===== src/rtl/bus_arb_pkg.sv =====
// rtl/bus_arb_pkg.sv - shared helpers for the bus round-robin arbiter
package bus_arb_pkg;

    // Index width that is never zero, so a 1-entry structure still gets a 1-bit pointer.
    function automatic int idx_width(input int value);
        return (value <= 2) ? 1 : $clog2(value);
    endfunction

    // Successor of an index in a ring of n entries.
    function automatic int rr_next(input int sel, input int n);
        return (sel >= n - 1) ? 0 : sel + 1;
    endfunction

endpackage


===== src/rtl/bus_arb_tag_fifo.sv =====
// rtl/bus_arb_tag_fifo.sv - in-order queue of granted host indices awaiting a response
module bus_arb_tag_fifo
    import bus_arb_pkg::*;
#(
    parameter int Width = 2,
    parameter int Depth = 2,
    parameter int CntW  = $clog2(Depth + 1)
) (
    input  logic             clk_i,
    input  logic             rst_i,
    input  logic             push_i,
    input  logic [Width-1:0] data_i,
    input  logic             pop_i,
    output logic [Width-1:0] head_o,
    output logic             full_o,
    output logic             empty_o,
    output logic [CntW-1:0]  count_o
);

    localparam int PtrW = idx_width(Depth);

    logic [Width-1:0] mem_q [Depth];
    logic [PtrW-1:0]  wr_ptr_q, wr_ptr_d;
    logic [PtrW-1:0]  rd_ptr_q, rd_ptr_d;
    logic [CntW-1:0]  count_q, count_d;
    logic             push_ok, pop_ok;

    assign full_o  = (count_q == CntW'(Depth));
    assign empty_o = (count_q == '0);
    assign count_o = count_q;
    assign head_o  = mem_q[rd_ptr_q];

    assign push_ok = push_i & ~full_o;
    assign pop_ok  = pop_i & ~empty_o;

    always_comb begin
        wr_ptr_d = wr_ptr_q;
        rd_ptr_d = rd_ptr_q;
        count_d  = count_q;
        if (push_ok) begin
            wr_ptr_d = PtrW'(rr_next(int'(wr_ptr_q), Depth));
        end
        if (pop_ok) begin
            rd_ptr_d = PtrW'(rr_next(int'(rd_ptr_q), Depth));
        end
        if (push_ok && !pop_ok) begin
            count_d = count_q + 1'b1;
        end else if (pop_ok && !push_ok) begin
            count_d = count_q - 1'b1;
        end
    end

    always_ff @(posedge clk_i) begin
        if (rst_i) begin
            wr_ptr_q <= '0;
            rd_ptr_q <= '0;
            count_q  <= '0;
        end else begin
            wr_ptr_q <= wr_ptr_d;
            rd_ptr_q <= rd_ptr_d;
            count_q  <= count_d;
        end
    end

    // Storage needs no reset: occupancy alone decides what is valid.
    always_ff @(posedge clk_i) begin
        if (push_ok) begin
            mem_q[wr_ptr_q] <= data_i;
        end
    end

endmodule


===== src/rtl/bus_rr_arbiter.sv =====
// rtl/bus_rr_arbiter.sv - req/gnt/rvalid arbiter sharing one device port among several hosts
module bus_rr_arbiter
    import bus_arb_pkg::*;
#(
    parameter int NrHosts        = 3,
    parameter int DataWidth      = 32,
    parameter int AddressWidth   = 32,
    parameter int MaxOutstanding = 2,
    parameter bit FixedPriority  = 1'b0
) (
    input  logic                             clk_i,
    input  logic                             rst_i,
    input  logic [NrHosts-1:0]               host_req_i,
    output logic [NrHosts-1:0]               host_gnt_o,
    input  logic [NrHosts*AddressWidth-1:0]  host_addr_i,
    input  logic [NrHosts-1:0]               host_we_i,
    input  logic [NrHosts*DataWidth/8-1:0]   host_be_i,
    input  logic [NrHosts*DataWidth-1:0]     host_wdata_i,
    output logic [NrHosts-1:0]               host_rvalid_o,
    output logic [DataWidth-1:0]             host_rdata_o,
    output logic [NrHosts-1:0]               host_err_o,
    output logic                             dev_req_o,
    input  logic                             dev_gnt_i,
    output logic [AddressWidth-1:0]          dev_addr_o,
    output logic                             dev_we_o,
    output logic [DataWidth/8-1:0]           dev_be_o,
    output logic [DataWidth-1:0]             dev_wdata_o,
    input  logic                             dev_rvalid_i,
    input  logic [DataWidth-1:0]             dev_rdata_i,
    input  logic                             dev_err_i,
    output logic [$clog2(MaxOutstanding+1)-1:0] outstanding_o,
    output logic                             proto_err_o
);

    localparam int IdxW = idx_width(NrHosts);
    localparam int CntW = $clog2(MaxOutstanding + 1);
    localparam int BeW  = DataWidth / 8;

    logic [IdxW-1:0] prio_q, prio_d;
    logic [IdxW-1:0] locked_sel_q, locked_sel_d;
    logic            lock_q, lock_d;
    logic            proto_err_q, proto_err_d;

    logic [IdxW-1:0] sel, scan_idx, head;
    logic            found;
    logic            any_req, full, empty, accept, pop;
    logic [CntW-1:0] count;

    logic [AddressWidth-1:0] addr_arr  [NrHosts];
    logic [BeW-1:0]          be_arr    [NrHosts];
    logic [DataWidth-1:0]    wdata_arr [NrHosts];

    for (genvar h = 0; h < NrHosts; h++) begin : g_unpack
        assign addr_arr[h]  = host_addr_i[h*AddressWidth +: AddressWidth];
        assign be_arr[h]    = host_be_i[h*BeW +: BeW];
        assign wdata_arr[h] = host_wdata_i[h*DataWidth +: DataWidth];
    end

    // Scan from the priority pointer with wrap; a stalled selection stays pinned.
    always_comb begin
        sel      = '0;
        found    = 1'b0;
        scan_idx = FixedPriority ? '0 : prio_q;
        if (lock_q) begin
            sel = locked_sel_q;
        end else begin
            for (int k = 0; k < NrHosts; k++) begin
                if (!found && host_req_i[scan_idx]) begin
                    sel   = scan_idx;
                    found = 1'b1;
                end
                scan_idx = IdxW'(rr_next(int'(scan_idx), NrHosts));
            end
        end
    end

    assign any_req   = |host_req_i;
    assign dev_req_o = (any_req | lock_q) & ~full;
    assign accept    = dev_req_o & dev_gnt_i;
    assign pop       = dev_rvalid_i & ~empty;

    always_comb begin
        dev_addr_o  = '0;
        dev_we_o    = 1'b0;
        dev_be_o    = '0;
        dev_wdata_o = '0;
        if (dev_req_o) begin
            dev_addr_o  = addr_arr[sel];
            dev_we_o    = host_we_i[sel];
            dev_be_o    = be_arr[sel];
            dev_wdata_o = wdata_arr[sel];
        end
    end

    assign host_gnt_o    = accept ? (NrHosts'(1) << sel) : '0;
    assign host_rvalid_o = pop ? (NrHosts'(1) << head) : '0;
    assign host_err_o    = (pop && dev_err_i) ? (NrHosts'(1) << head) : '0;
    assign host_rdata_o  = dev_rdata_i;
    assign outstanding_o = count;
    assign proto_err_o   = proto_err_q;

    always_comb begin
        prio_d       = prio_q;
        lock_d       = lock_q;
        locked_sel_d = locked_sel_q;
        proto_err_d  = proto_err_q | (dev_rvalid_i & empty);
        if (accept) begin
            lock_d = 1'b0;
            if (!FixedPriority) begin
                prio_d = IdxW'(rr_next(int'(sel), NrHosts));
            end
        end else if (dev_req_o) begin
            lock_d       = 1'b1;
            locked_sel_d = sel;
        end
    end

    always_ff @(posedge clk_i) begin
        if (rst_i) begin
            prio_q       <= '0;
            lock_q       <= 1'b0;
            locked_sel_q <= '0;
            proto_err_q  <= 1'b0;
        end else begin
            prio_q       <= prio_d;
            lock_q       <= lock_d;
            locked_sel_q <= locked_sel_d;
            proto_err_q  <= proto_err_d;
        end
    end

    // Push happens only on accept, which already excludes the full case.
    bus_arb_tag_fifo #(
        .Width (IdxW),
        .Depth (MaxOutstanding),
        .CntW  (CntW)
    ) u_tag_fifo (
        .clk_i   (clk_i),
        .rst_i   (rst_i),
        .push_i  (accept),
        .data_i  (sel),
        .pop_i   (pop),
        .head_o  (head),
        .full_o  (full),
        .empty_o (empty),
        .count_o (count)
    );

endmodule


===== config.mk =====
export PLATFORM = sky130hd
export DESIGN_NAME = bus_rr_arbiter
export DESIGN_NICKNAME = d
export VERILOG_FILES = /design/src/rtl/bus_arb_pkg.sv /design/src/rtl/bus_arb_tag_fifo.sv /design/src/rtl/bus_rr_arbiter.sv
export SDC_FILE = /design/constraint.sdc
export NUM_CORES = 1
export LEC_CHECK = 0
export CELL_PAD_IN_SITES_DETAIL_PLACEMENT = 1
export CELL_PAD_IN_SITES_GLOBAL_PLACEMENT = 1
export CORE_AREA = 2 2 142 144
export DETAILED_ROUTE_END_ITERATION = 8
export DIE_AREA = 0 0 144 146
export GPL_TIMING_DRIVEN = 0
export HOLD_SLACK_MARGIN = 0.06
export PLACE_DENSITY = 0.76
export SLEW_MARGIN = 20
export SYNTH_ARGS = -nofsm -noshare
export SYNTH_HDL_FRONTEND = slang
export SYNTH_HIERARCHICAL = 1
export SYNTH_SLANG_ARGS = --single-unit

===== constraint.sdc =====
create_clock -name clk_i -period 4.7 [get_ports clk_i]
set_input_delay 0.47 -clock clk_i [delete_from_list [all_inputs] [get_ports clk_i]]
set_output_delay 0.47 -clock clk_i [all_outputs]
set_load 0.03 [all_outputs]

==> results.py <==
metrics = {
    "placement": {
        "post_dp_cell_area_um2": 6500,
        "hpwl_mm": 13.6,
        "gp_congestion": 0.781,
        "io_buffers": 328,
        "dp_cells": 950,
    },
    "routing": {
        "wl_per_cell_um": 17.2,
        "dr.first_iter.drc_count": 131,
        "drt-total-wl_mm": 16.4,
        "drc": 0,
        "drt-pass1-iter-count": 4,
        "vias": 3980,
        "ant_nets": 0,
        "routed_via_density": 4.17,
    },
    "power_and_ir_drop": {
        "p_leak_nw": 2.57,
        "peakVddDrop_uv": 207,
        "power_density_nw_per_um2": 427,
        "power.total_mw": 2.81,
    },
    "global_route": {
        "grt_pass1_vias": 4341,
        "grt_max_degree": 12,
        "grt_pass1_wl_mm": 24.2,
        "track_usage": 0.147,
        "antenna_found_initial": 0,
        "gr-total-overflow": 0,
    },
    "clock_tree": {
        "cts_tree": "yes",
        "cts-resized-gates": 0,
        "cts_made_buffers": 3,
        "clock_path_buffers": 2,
        "cts_root_buffer": "clkbuf_16",
        "cts_num_sinks": 15,
        "path_clk_slew_ns": 0.05,
        "clk_latency_ns": 0.24,
        "cts_setup_buffers": 0,
        "holdBufCountCts": 0,
        "cts_max_level": 1,
    },
    "die": {
        "io_pins": 361,
        "num_rows": 51,
        "die_area_um2": 21000,
        "fp.dieW_um": 144,
        "initial_core_util": 0.149,
        "core_um2": 19300,
        "dieHeight_um": 146,
    },
    "min_path": {
        "hold_class": "reg -> reg",
        "hold_depth": 2,
    },
    "sta": {
        "fin_tns_setup_ns": 0,
        "final_hold_viol_count": 0,
        "slew_headroom": 0.388,
        "hold_ws_ns": 0.477,
        "slew_viol_final": 0,
        "worst_pin_slew_ns": 0.912,
        "rsz0062_at_grt": "no",
        "clock.fmax_mhz": 254,
        "worst_clock_skew_ns": 0.00236,
        "period_minus_slack_ns": 3.94,
        "setup_violations": 0,
        "fin_crit_sh": 0.838,
    },
    "finish": {
        "drive_gt1_frac": 0.102,
        "instances_no_fill": 954,
        "num-nets-final": 938,
        "layout_common_cells": "clkdlybuf4s50_1, inv_1, mux2i_1",
        "antennaDiodeCount": 0,
        "area_growth_pct": 128,
        "layout_commonest_cell": "clkdlybuf4s50_1",
        "finalInstanceArea_um2": 6580,
    },
    "setup_path": {
        "critical_path_arrival_ns": 3.47,
        "critPathLaunchType": "input pin",
        "worstSetupEndpointType": "primary output",
        "cp_max_fo": 10,
        "critical_path_required_ns": 4.23,
        "worst_r2r_path_depth": 9,
        "critical_path_class": "in -> out",
    },
    "synth": {
        "syn_inst": 357,
        "synth_top_family_by_area": "compound AO/OA/AOI/OAI gates",
        "synth_edf_count": 4,
        "synthesis.area_um2": 2890,
        "postSynthAreaPerCell_um2": 8.09,
        "async_reset_ff_frac": 0,
        "synth_xor_area_frac": 0.00909,
        "synth-compound-area-share": 0.285,
        "ys.flop_type": "dfxtp_1",
        "synthAdderAreaFrac": 0.00433,
        "yosysWarnings": 6,
        "synth-simple-area-share": 0.0745,
        "ys_seq_area_frac": 0.118,
        "syn_nets": 605,
        "synth_mux_area_frac": 0.247,
        "ys_seq_elements": 15,
        "synth_cell_types": 41,
    },
    "status": {
        "status": "finished clean",
    },
    "run": {
        "drv_cap": 0,
    },
}
## path summary, 6_finish.rpt
check	from	end	slack (ns)
min	proto_err_o$_SDFF_PP0_	proto_err_o$_SDFF_PP0_	0.48
min reg2reg	proto_err_o$_SDFF_PP0_	proto_err_o$_SDFF_PP0_	0.48
max reg2reg	lock_q$_SDFFE_PP0P_	u_tag_fifo/count_o[1]$_SDFFE_PP0P_	2.28
max	host_req_i[2]	dev_wdata_o[8]	0.76
## per-layer routing
| metal | vias up | part of all wire | global-route usage |
|---|---|---|---|
| met5 | - | 0 | 0 |
| met4 | 0 | 0.014 | 0.0265 |
| met3 | 15 | 0.080 | 0.0322 |
| met2 | 199 | 0.51 | 0.274 |
| met1 | 1834 | 0.39 | 0.173 |
| li1 | 1932 | - | - |
## cells by family after synthesis
kind of cell	Yosys count
AO/OA/AOI/OAI	89
XOR/XNOR	3
adder cells (fa/ha/maj)	1
buffers and inverters	140
flip-flops	15
multiplexers	71
AND/OR/NAND/NOR	38
## registers in the layout (all words and copies together) (netlist names), named ones only
name                 flops
u_tag_fifo/mem_q         4
locked_sel_q             2
prio_q                   2
u_tag_fifo/count_o       2
lock_q                   1
proto_err_o              1
u_tag_fifo/rd_ptr_q      1
u_tag_fifo/wr_ptr_q      1
## cell type report
| cell class | instances | area [um^2] |
|---|---|---|
| Clock buffer | 4 | 78.8 |
| Inverter | 79 | 299 |
| Buffer | 61 | 459 |
| Fill cell | 2298 | 12800 |
| Timing Repair Buffer | 328 | 3280 |
| Tap cell | 265 | 332 |
| Multi-Input combinational cell | 202 | 1790 |
| Sequential cell | 15 | 340 |
## power by group
group          total (mW)  internal, mW  switching, mW
Clock               0.165         0.115         0.0507
Sequential          0.195         0.169         0.0260
Combinational        2.45          1.04           1.42
## worst max-delay path, cell delays in order
cell and delay, ns:
clkdlybuf4s50_1 0.47, nor2b_1 0.17, o21ai_1 0.25, nand3_1 0.43, clkbuf_1 0.47, o32ai_1 0.41, clkdlybuf4s50_1 0.78
## metrics by stage
| stage | utilization | setup slack [ns] |
|---|---|---|
| global placement | 0.336 | 0.591 |
| floorplan | - | 1.76 |
| global route | 0.340 | 0.375 |
| detailed placement | 0.336 | 0.600 |
| finish | 0.340 | 0.763 |
| CTS | 0.340 | 0.576 |
## Yosys cell counts (2+ instances only)
cell,instances,share of area
inv_1,78,0.10
mux2i_1,69,0.24
o32ai_1,59,0.18
buf_4,33,0.086
clkbuf_1,11,0.014
dfxtp_1,11,0.076
o32ai_2,10,0.056
nor2_1,9,0.012
a21oi_1,8,0.014
buf_2,7,0.012
buf_8,6,0.031
and2_1,4,0.0087
buf_6,4,0.016
edfxtp_1,4,0.042
o21ai_0,4,0.0069
nand2_1,3,0.0039
nand2b_1,3,0.0065
nor2b_1,3,0.0065
xor2_1,3,0.0091
mux2_2,2,0.0078
nand3_1,2,0.0035
nand4_1,2,0.0043
nor3_1,2,0.0035
nor3b_1,2,0.0052
or3_1,2,0.0043
No activity file was read; power rests on OpenSTA's default activity.
